File: src/rtl/bcd_to_bin_seq.sv
// bcd_to_bin_seq
//   Sequential packed-BCD to binary converter (reverse double-dabble).
//   Each conversion step shifts the {bcd, bin} register right by one, then
//   subtracts 3 from every BCD digit field that is >= 8. After BIN_W steps
//   the bin field holds the binary value of the original BCD word.
//
// Ports
//   clk      rising-edge clock
//   rst      asynchronous reset, active-high
//   start    conversion request, sampled only while idle
//   bcd_in   packed BCD operand (digit 0 in bits [3:0]), sampled with start
//   busy     high while a conversion is running
//   done     one-cycle pulse, bin_out/err valid in that cycle
//   err      raised with done when any input digit is > 9
//   bin_out  binary result, holds until the next conversion completes
//
// Handshake: a request is accepted on any rising edge where start=1 and the
// block is idle (busy=0). Requests while busy=1 are dropped, not queued.
// Every accepted request produces exactly one done pulse: one cycle after
// the accept edge for an invalid operand, BIN_W+1 cycles after it for a
// valid one. done and busy are never high together, and start may be held
// or reasserted in the done cycle to begin the next conversion at once.

module bcd_to_bin_seq #(
  parameter int DIGITS = 2,
  parameter int BIN_W  = 7
) (
  input  logic                  clk,
  input  logic                  rst,
  input  logic                  start,
  input  logic [4*DIGITS-1:0]   bcd_in,
  output logic                  busy,
  output logic                  done,
  output logic                  err,
  output logic [BIN_W-1:0]      bin_out
);

  localparam int BCD_W = 4 * DIGITS;
  localparam int REG_W = BCD_W + BIN_W;
  localparam int CNT_W = $clog2(BIN_W + 1);
  localparam logic [CNT_W-1:0] LAST_CNT = CNT_W'(BIN_W - 1);

  typedef enum logic {
    IDLE = 1'b0,
    CONV = 1'b1
  } state_t;

  state_t             state;
  logic [REG_W-1:0]   sh;
  logic [REG_W-1:0]   sh_next;
  logic [CNT_W-1:0]   cnt;
  logic               bad_digit;

  // Any digit above 9 makes the operand unconvertible.
  always_comb begin
    bad_digit = 1'b0;
    for (int d = 0; d < DIGITS; d++) begin
      if (bcd_in[4*d +: 4] > 4'd9) bad_digit = 1'b1;
    end
  end

  // One reverse double-dabble step. A valid digit shifted right is at most
  // 12 (a 1 entering from the digit above adds 8), so the subtract-3 on
  // digits >= 8 never underflows.
  always_comb begin
    sh_next = sh >> 1;
    for (int d = 0; d < DIGITS; d++) begin
      if (sh_next[BIN_W + 4*d +: 4] >= 4'd8) begin
        sh_next[BIN_W + 4*d +: 4] = sh_next[BIN_W + 4*d +: 4] - 4'd3;
      end
    end
  end

  always_ff @(posedge clk or posedge rst) begin
    if (rst) begin
      state   <= IDLE;
      sh      <= '0;
      cnt     <= '0;
      busy    <= 1'b0;
      done    <= 1'b0;
      err     <= 1'b0;
      bin_out <= '0;
    end else begin
      case (state)
        IDLE: begin
          done <= 1'b0;
          if (start) begin
            if (bad_digit) begin
              // Reject immediately: report through the normal done pulse.
              done    <= 1'b1;
              err     <= 1'b1;
              bin_out <= '0;
            end else begin
              sh    <= {bcd_in, {BIN_W{1'b0}}};
              cnt   <= '0;
              busy  <= 1'b1;
              err   <= 1'b0;
              state <= CONV;
            end
          end
        end
        CONV: begin
          sh  <= sh_next;
          cnt <= cnt + 1'b1;
          if (cnt == LAST_CNT) begin
            bin_out <= sh_next[BIN_W-1:0];
            done    <= 1'b1;
            err     <= 1'b0;
            busy    <= 1'b0;
            state   <= IDLE;
          end
        end
        default: begin
          state <= IDLE;
          busy  <= 1'b0;
          done  <= 1'b0;
        end
      endcase
    end
  end

endmodule

File: config.mk
export PLATFORM = sky130hd
export DESIGN_NAME = bcd_to_bin_seq
export DESIGN_NICKNAME = d
export VERILOG_FILES = /design/src/rtl/bcd_to_bin_seq.sv
export SDC_FILE = /design/constraint.sdc
export NUM_CORES = 1
export LEC_CHECK = 0
export BUFFER_PORTS_ARGS = -buffer_cell sky130_fd_sc_hd__clkbuf_2
export CORE_MARGIN = 3
export CORE_UTILIZATION = 59
export DETAILED_ROUTE_END_ITERATION = 6
export PLACE_DENSITY = 0.82
export SYNTH_ARGS = -nofsm -noshare
export SYNTH_HDL_FRONTEND = slang
export SYNTH_SLANG_ARGS = --single-unit
File: constraint.sdc
create_clock -name clk -period 4.2 [get_ports clk]
set_input_delay 1.05 -clock clk [delete_from_list [all_inputs] [get_ports clk]]
set_output_delay 1.05 -clock clk [all_outputs]
set_load 0.1 [all_outputs]
Yosys cells after proc, flatten, opt, wreduce, memory -nomap -nowiden
Index checks and enable logic that the tools add are counted.

word-level totals
  logic and storage cells = 52
  memories kept = 0
  register bits after elaboration = 29
  memory bits (writable) = 0
  output and inout port bits = 10
  latch bits = 0
  ROM bits = 0

cells by class
  magnitude comparators = 4
  muxes and demuxes = 28
  add/subtract/negate cells = 3
  reduce and logical (&&, ||, !) cells = 4
  bitwise operators = 1
  shifts and indexed selects = 0
  eq/ne operators = 5
  $mul = 0
  div/mod/pow operators = 0

operator list
  cell                                                 count
  two-way mux 15 bit                                   2
  one-hot mux 15 bit (2 select lines)                  1
  two-way mux 7 bit                                    3
  one-hot mux 7 bit (2 select lines)                   1
  two-way mux 1 bit                                    12
  > comparator 4 bit, second input constant            2
  two-way mux 4 bit                                    2
  one-hot mux 1 bit (2 select lines)                   4
  two-way mux 3 bit                                    2
  != test 2 bit, second input constant                 3
  one-hot mux 3 bit (2 select lines)                   1
  AND reduction 3 bit                                  2
  >= comparator 3 x 4 -> 1 bit, second input constant  1
  >= comparator 4 bit, second input constant           1
  AND reduction 2 bit                                  2
  subtractor 3 x 2 -> 4 bit, second input constant     1
  subtractor 4 x 2 -> 4 bit, second input constant     1
  adder 3 x 1 -> 3 bit, second input constant          1
  == test 3 bit, second input constant                 1
  != test 2 x 1 -> 1 bit, second input constant        1
  inverter 1 bit                                       1

Logic depth before layout (Yosys ltp)
Gate-level depths: netlist of the first run.

  depth after elaboration = 6
  gate-level depth with buffers = 6
  depth with buffers taken out = 5

Worst setup path before layout of the first run
Ideal clock, no wire load.

  path kind = register to output
  start point = register bin_out[0]
  end point = output bin_out[0]
  arrival = 0.898 ns
  setup slack = 2.252 ns
  buffers on the path = 0
  stages on the path, launching flop included = 1
  path through = dfrtp_1

RTL lines
  what                      RTL line  RTL
  start: declaration        35        output logic [BIN_W-1:0] bin_out
  start signal: assignment  106       bin_out <= sh_next[BIN_W-1:0];

No word-level cell between the ends.

Worst setup path in the final report of the first run
  start point = register bin_out[1]
  end point = output bin_out[1]

No word-level cell between the ends.

==> reports/metrics.yaml, run 1 <==
sta:
  hold_slack_ns: 0.494
  fmax_mhz: 451
  finClkSkew_ns: 0.00141
  period_minus_slack_ns: 2.22
  period_share_pct: 52.8
  drv_slew: 0
  slew_headroom_pct: 30.1
  hold_viol: 0
  rsz0062_at_grt: "false"
  worst_pin_slew_ns: 1.05
  finalSetupTns_ns: 0
  finalSetupViolCount: 0
cells_and_area:
  seq_area_um2: 701
  drive_gt1_share_pct: 26.2
  fillers: 147
  final_util_pct: 72.3
  multi_input_area_um2: 593
  syn_to_final_growth_pct: 9.96
  antennaDiodeCount: 0
  fin_nets: 146
power:
  powerDensity_nw_per_um2: 832
  leakagePower_nw: 0.731
  total_power_mw: 1.25
  peakVddDrop_uv: 560
hold_path:
  whs_endpoint: "busy$_DFFE_PP0P_"
  hp-class: "reg2reg"
  worstHoldStart: "busy$_DFFE_PP0P_"
  hold_depth: 1
clock_network:
  clk_latency_ns: 0.32
  cts_tree: "built"
  cts_buffer_depth: 2
  cts_buffers: 3
  cts_root_buf: "clkbuf_4"
  cts_resized: 0
  post-cts-setup-buffers: 0
  htreeDepth: 1
  cts.reportedPaths.clkPinSlew_ns: 0.15
  cts_hold_buf: 0
  clkSinkCount: 28
routing:
  drt-total-wl_um: 2590
  ant_nets: 0
  drc: 0
  wl_per_cell_um: 16.5
  drtIter0Drc: 22
  viasPerCell: 6.26
  vias: 983
  dr.pass1.iters: 4
setup_path:
  critPathSlowestCell: "clkbuf_2"
  crit_type: "reg2out"
  cpPeakStageDelay_ns: 0.46
  start_kind: "flip-flop"
  arrival_ns: 1.17
  cp_data_required_time_ns: 3.15
  rrSetupSlack_ns: 2.01
  worst_setup_path_end_kind: "primary output"
  worst-path-buf-inv: 1
  crit_chain: "clkbuf_2"
  rr_endpoint: "bin_out[4]$_DFFE_PP0P_"
  ff2ff_path_depth: 3
  cp_max_fo: 2
  crit_family: "buffers and inverters"
  worstReg2RegStart: "state$_DFF_PP0_"
logic_synthesis:
  syn_nets: 127
  netlist.area_leader.share_pct: 51.2
  yosysSeqAreaShare_pct: 51.2
  syn_inst: 112
  synth_most_common_cell: "dfrtp_1"
  synth_common_cells: "28 x dfrtp_1, 14 x a22o_1, 10 x inv_1"
  yosys_warnings: 0
  yosysTopAreaCell: "dfrtp_1"
  yosys-top-cells-area: "dfrtp_1 51%, a22o_1 9.0%, ha_1 3.7%"
  synth-edff-count: 0
  ys_ff_latch: 28
  yosysUniqueCellTypes: 37
  synth_area_per_cell_um2: 12.2
  ys.flop_type: "dfrtp_1"
  synth_area_um2: 1370
  synthArstFlopShare_pct: 100
run:
  max_cap_violations: 0
floorplanning:
  rows: 16
  die-area_um2: 2930
  io_pins: 21
  chipHeight_um: 54.2
  fp.dieW_um: 54.2
  core_area_um2: 2080
  start_util_pct: 65.7
grt:
  grt_pass1_vias: 954
  antenna_found_initial: 0
  grt_pass1_wl_um: 4350
  grt_max_degree: 30
  grt_usage_pct: 20.8
  overflow: 0
run_status:
  status: "completed"
placement:
  port_buffers: 20
  hpwl_um: 1800
  gp_congestion: 0.812
[how the worst max path moves through the flow]
stage,start,cells after the start,slack (ns),to
final,bin_out[1]$_DFFE_PP0P_,1,1.98,bin_out[1]
after global routing,state$_DFF_PP0_,3,1.86,bin_out[4]$_DFFE_PP0P_
after CTS,bin_out[1]$_DFFE_PP0P_,1,1.96,bin_out[1]
after detailed placement,bcd_in[6],4,1.95,cnt[0]$_DFFE_PP0P_
after global placement,bcd_in[6],4,1.99,cnt[0]$_DFFE_PP0P_
after floorplan,bin_out[0]$_DFFE_PP0P_,0,2.25,bin_out[0]
[cell families (layout without fill, tap and decap cells)]
| family | count (synthesis) | in the layout | share of synthesized area [%] |
|---|---|---|---|
| AOI/OAI and AO/OA | 45 | 45 | 29.8 |
| xor gates and xnor gates | 3 | 3 | 1.92 |
| adders and majority gates | 4 | 4 | 3.66 |
| buffers and inverters | 17 | 35 | 5.48 |
| DFF | 28 | 28 | 51.2 |
| muxes | 2 | 2 | 1.83 |
| and+or+nand+nor | 13 | 13 | 6.12 |
[stage by stage]
| step | cells | cell area [um^2] | setup slack (ns) |
|---|---|---|---|
| floorplan | 112 | 1370 | 2.25 |
| global placement | 153 | 1470 | 1.99 |
| detailed placement | 153 | 1470 | 1.95 |
| CTS | 157 | 1510 | 1.96 |
| global route | 157 | 1510 | 1.86 |
| finish | 157 | 1510 | 1.98 |
[sequential cells by signal (all words and copies together), names as in the netlist]
register,count
err,1
bin_out,7
sh,14
cnt,3
state,1
done,1
busy,1
[power by group]
part / internal, mW / leakage [nW] / total, mW / switching, mW
sequential: 0.378 / 0.362 / 0.504 / 0.126
clock: 0.0530 / 0.0210 / 0.130 / 0.0774
combinational: 0.204 / 0.348 / 0.619 / 0.415
[layout make-up]
| class | instances | area share [%] |
|---|---|---|
| Timing Repair Buffer | 20 | 6.65 |
| Inverter | 11 | 2.74 |
| Tap cell | 27 | 2.24 |
| Sequential cell | 28 | 46.6 |
| Multi-Input combinational cell | 67 | 39.4 |
| Clock buffer | 4 | 2.41 |
[placed cells by master (no fill, tap or decap), drive strengths merged, types with 3 or more instances in the layout]
cell,Yosys,routed
a31oi,4,4
a311oi,4,4
a22o,14,14
inv,11,11
ha,4,4
clkbuf,1,24
nand2,4,4
dfrtp,28,28
a221o,3,3
[routing by layer]
layer	routed length, um	track usage [%]	up-vias
li1	-	-	469
met5	0	0	-
met1	1170	27.4	483
met3	94	3.60	4
met2	1300	32.9	27
met4	26	9.96	0
Power figures use the tool's default switching activity.
==> run 2, diff against run 1 <==
Settings changed: CORE_UTILIZATION 59 to 55, PLACE_DENSITY 0.82 to 0.78.
Clock period 4.2 ns to 2.3 ns, I/O delays scaled along.
==> run 2 against run 1 <==
  * Clock power is 51% higher
  * Global-route usage is 2.6 points lower
  * Clock skew hardly changed
  * Non-clock buffer count is 4 higher
  * Count of clock-buffer cells in the layout is 1 lower
  * Final cell count is 2.5% higher
  * Critical path type unchanged
  * Critical path depth stayed put
  * Routed wire length is 0.50% higher
  * Setup slack worse by 1.4 ns
  * First-iteration DRC count stayed put
  * Sequential share of layout area is 0.54 points lower
  * Largest power group unchanged
  * Sequential cell count stayed put
  * Largest cell class unchanged
==> reports/metrics.yaml, run 2 (synthesized netlist as in run 1, its figures left out) <==
floorplanning:
  fp.dieW_um: 55.9
  chipHeight_um: 55.9
  start_util_pct: 60.1
  core_area_um2: 2280
  io_pins: 21
  rows: 17
  die-area_um2: 3120
power:
  leakagePower_nw: 0.742
  power_frac_clock_pct: 8.6
  peakVddDrop_uv: 1100
  powerDensity_nw_per_um2: 1490
  p_switching_mw: 1.13
  combPwrFrac_pct: 53.9
  switching_share_pct: 49.5
  p_seq_share_pct: 37.5
  internal_power_mw: 1.15
routing:
  met1_length_um: 1230
  dr.pass1.iters: 4
  drc: 0
  viasPerCell: 6.06
  route.met2.wl_um: 1240
  route.met3.wl_um: 118
  highest_layer: "met4"
  wl_per_cell_um: 16.2
  drt-total-wl_um: 2610
  ant_nets: 0
  vias: 976
  drtIter0Drc: 22
grt:
  grt_usage_pct: 18.2
  grt_pass1_wl_um: 4440
  grt_pass1_vias: 988
  overflow: 0
  grt_max_degree: 19
  antenna_found_initial: 0
run:
  max_cap_violations: 0
setup_path:
  rrSetupSlack_ns: 0.61
  cp_max_fo: 2
  cpPeakStageDelay_ns: 0.46
  crit_chain: "clkbuf_2"
  worst-path-buf-inv: 1
  rr_endpoint: "bin_out[1]$_DFFE_PP0P_"
  ff2ff_path_depth: 5
  worst_setup_path_end_kind: "primary output"
  arrival_ns: 1.17
  critPathSlowestCell: "clkbuf_2"
  crit_type: "reg2out"
  worstReg2RegStart: "cnt[0]$_DFFE_PP0P_"
  cp_data_required_time_ns: 1.73
  start_kind: "flip-flop"
  crit_family: "buffers and inverters"
placement:
  dp_cells: 158
  hpwl_um: 1940
  port_buffers: 20
  gp_congestion: 0.776
clock_network:
  cts.reportedPaths.clkPinSlew_ns: 0.14
  cts_tree: "built"
  post-cts-setup-buffers: 0
  clkSinkCount: 28
  clk_latency_ns: 0.31
  cts_resized: 0
  htreeDepth: 1
  cts_buffers: 3
  cts_buffer_depth: 2
  cts_root_buf: "clkbuf_4"
  cts_hold_buf: 0
sta:
  slew_headroom_pct: 60.3
  finClkSkew_ns: 0.00130
  finalSetupViolCount: 0
  period_share_pct: 75.7
  finalSetupTns_ns: 0
  period_minus_slack_ns: 1.74
  drv_slew: 0
  fmax_mhz: 574
  hold_viol: 0
  worst_pin_slew_ns: 0.595
  rsz0062_at_grt: "false"
cells_and_area:
  mostFrequentLayoutCells: "28 x dfrtp_1, 20 x clkbuf_2, 14 x a22o_1"
  fin_cells: 161
  drive_gt1_share_pct: 27.8
  reg_top3: "sh (14), bin_out (7), cnt (3)"
  syn_to_final_growth_pct: 11.2
  largest_reg_flops: 14
  top_register: "sh"
  fin_nets: 150
  antennaDiodeCount: 0
  fillers: 194
  final_common_cell: "dfrtp_1"
run_status:
  status: "completed"
hold_path:
  hp-class: "in2async"
-- run 2: changes by cell type in the layout (fill, tap and decap cells not counted) --
cell      change
buf_4         +4
clkbuf_8      -1
-- run 2: metal layers --
layer	track usage, %	vias up
li1	-	471
met2	29.4	25
met4	7.12	0
met1	23.9	478
met3	3.71	2
met5	0	-
-- run 2: worst max-delay path by stage --
stage | startpoint | end | slack [ns] | cells after the start
6_report | bin_out[3]$_DFFE_PP0P_ | bin_out[3] | 0.56 | 1
5_1_grt | cnt[0]$_DFFE_PP0P_ | bin_out[6]$_DFFE_PP0P_ | 0.49 | 5
4_1_cts | bin_out[3]$_DFFE_PP0P_ | bin_out[3] | 0.55 | 1
3_5_place_dp | bcd_in[6] | cnt[0]$_DFFE_PP0P_ | 0.52 | 4
3_3_place_gp | bcd_in[6] | cnt[0]$_DFFE_PP0P_ | 0.58 | 4
2_1_floorplan | bin_out[0]$_DFFE_PP0P_ | bin_out[0] | 0.83 | 0
-- run 2: power groups by stage --
stage,clock (mW),combinational [mW],sequential (mW)
6_report,0.196,1.22,0.851
5_1_grt,0.224,1.31,0.878
4_1_cts,0.202,1.23,0.850
3_5_place_dp,0,1.23,0.859
3_3_place_gp,0,1.20,0.849
2_1_floorplan,0,0.581,1.28
-- run 2: cell type report --
cell class	instances	area, um^2	share of cell area (%)
sequential	28	701	46.0
timing repair buffer	24	130	8.55
multi-input combinational	67	593	38.9
inverter	11	41.3	2.71
clock buffer	3	22.5	1.48
tap	28	35.0	2.30
-- run 2: stage by stage --
step / power (mW) / utilization (%) / hold slack [ns] / setup slack (ns) / area (um^2)
after floorplan: 1.86 / - / 0.463 / 0.827 / 1370
after global placement: 2.05 / 65.9 / 0.461 / 0.577 / 1500
after detailed placement: 2.09 / 65.9 / 0.470 / 0.518 / 1500
after global routing: 2.42 / 66.9 / 0.296 / 0.489 / 1520
final: 2.27 / 66.9 / 0.278 / 0.559 / 1520
after CTS: 2.28 / 66.9 / 0.300 / 0.545 / 1520
==> run 3, diff against run 2 <==
Settings changed: CORE_UTILIZATION 55 to 50, PLACE_DENSITY 0.78 to 0.74.
Clock period 2.3 ns to 1.4 ns, I/O delays scaled along.
==> run 3 against run 2 <==
  * Clock power up 110%
  * Hold slack got worse by 0.25 ns
  * Setup slack got worse by 0.48 ns
  * Count of clock-buffer cells in the layout increased by 1
  * Sequential share of layout area fell by 6.1 points
  * Largest cell class unchanged
  * Highest routed layer unchanged
  * Sequential cell count is the same
  * Combinational power up 98%
  * Non-clock buffer count is 8 higher
==> reports/metrics.yaml, run 3 (synthesized netlist as in run 1, its figures left out) <==
floorplanning:
  start_util_pct: 53.8
  io_pins: 21
  die-area_um2: 3400
  chipHeight_um: 58.3
  rows: 18
  core_area_um2: 2540
  fp.dieW_um: 58.3
cells_and_area:
  final_common_cell: "dfrtp_1"
  drive_gt1_share_pct: 34.5
  largest_reg_flops: 14
  top_register: "sh"
  antennaDiodeCount: 0
  mostFrequentLayoutCells: "27 x dfrtp_1, 14 x a22o_1, 12 x buf_4"
  reg_top3: "sh (14), bin_out (7), cnt (3)"
  final_util_pct: 69.1
  syn_to_final_growth_pct: 28.4
  fin_nets: 158
setup_path:
  cp_data_required_time_ns: 1.05
  critPathSlowestCell: "dfrtp_1"
  cp_max_fo: 2
  cpPeakStageDelay_ns: 0.45
  worst_setup_path_end_kind: "primary output"
  crit_family: "flip-flops"
  crit_type: "reg2out"
  worst-path-buf-inv: 1
  start_kind: "flip-flop"
  crit_chain: "buf_12"
  arrival_ns: 0.97
sta:
  slew_headroom_pct: 74.8
  finalSetupViolCount: 0
  rsz0062_at_grt: "true"
  period_minus_slack_ns: 1.32
  fin_ws_ns: 0.0840
  drv_slew: 0
  fmax_mhz: 760
  finClkSkew_ns: 0.0120
  hold_slack_ns: 0.0242
  worst_pin_slew_ns: 0.378
  hold_viol: 0
  period_share_pct: 94.0
routing:
  vias: 1026
  viasPerCell: 5.97
  ant_nets: 0
  drtIter0Drc: 20
  dr.pass1.iters: 4
  wl_per_cell_um: 16.1
  drc: 0
  drt-total-wl_um: 2760
clock_network:
  clk_latency_ns: 0.34
  htreeDepth: 1
  cts.reportedPaths.clkPinSlew_ns: 0.16
  cts_root_buf: "clkbuf_4"
  cts_buffer_depth: 2
  clkSinkCount: 28
  cts_hold_buf: 0
  cts_tree: "built"
  cts_buffers: 3
grt:
  overflow: 0
  grt_pass1_wl_um: 4840
  grt_pass1_vias: 1034
  grt_usage_pct: 18.5
  antenna_found_initial: 0
  grt_max_degree: 29
run_status:
  status: "completed"
placement:
  port_buffers: 20
  hpwl_um: 2020
  gp_congestion: 0.918
  pre_cts_ws_ns: -0.0880
power:
  peakVddDrop_uv: 1760
  switching_share_pct: 45.4
  p_switching_mw: 1.96
  p_seq_share_pct: 34.5
  powerDensity_nw_per_um2: 2460
  leakagePower_nw: 0.825
  power_frac_clock_pct: 9.4
  combPwrFrac_pct: 56.1
  internal_power_mw: 2.36
run:
  max_cap_violations: 0
hold_path:
  hp-class: "in2async"
## run 3: final timing paths
check	endpoint	cells after the start	startpoint	slack, ns
setup / recovery	busy	1	busy$_DFFE_PP0P_	0.08
max in group asynchronous	state$_DFF_PP0_	3	rst	1.10
hold reg to reg	sh[1]$_DFFE_PP0P_	1	sh[1]$_DFFE_PP0P_	0.52
hold / removal	bin_out[1]$_DFFE_PP0P_	3	rst	0.02
min in group clk	sh[11]$_DFFE_PP0P_	2	bcd_in[4]	0.25
setup reg to reg	bin_out[2]$_DFFE_PP0P_	5	cnt[0]$_DFFE_PP0P_	0.09
## run 3: layer usage
layer  share of wire, %  global-route usage [%]
met5                  0                       0
met4                1.7                    7.95
met3                5.1                    2.63
met2                 47                    29.7
met1                 46                    25.1
## run 3: what timing repair did
item | 4_1_cts | 5_1_grt
endpoints found under the setup margin | 7 | 7
gates resized for setup | 3 | 1
buffers inserted | 1 | 1
pin swaps | 0 | 2
## run 3: area by class of cell
type / instances / area, um^2
Sequential cell: 28 / 702
Timing Repair Buffer: 32 / 340
Inverter: 11 / 41.3
Tap cell: 30 / 37.5
Multi-Input combinational cell: 67 / 601
Clock buffer: 4 / 36.3
Fill cell: 172 / 787
## run 3: power groups by stage
stage	Clock [mW]	Combinational, mW	Sequential, mW
after floorplan	0	0.954	2.10
final	0.404	2.42	1.49
after detailed placement	0	2.38	1.50
after global placement	0	2.33	1.49
after CTS	0.413	2.41	1.49
after global routing	0.455	2.58	1.54
## run 3: per-stage QoR
stage	TNS (ns)	std cells	instance area (um^2)	total power, mW
after floorplan	0	112	1370	3.05
after global placement	-0.00211	166	1700	3.82
after detailed placement	-0.107	166	1700	3.89
after CTS	0	171	1750	4.32
after global routing	-0.00206	172	1760	4.58
final	0	172	1760	4.32
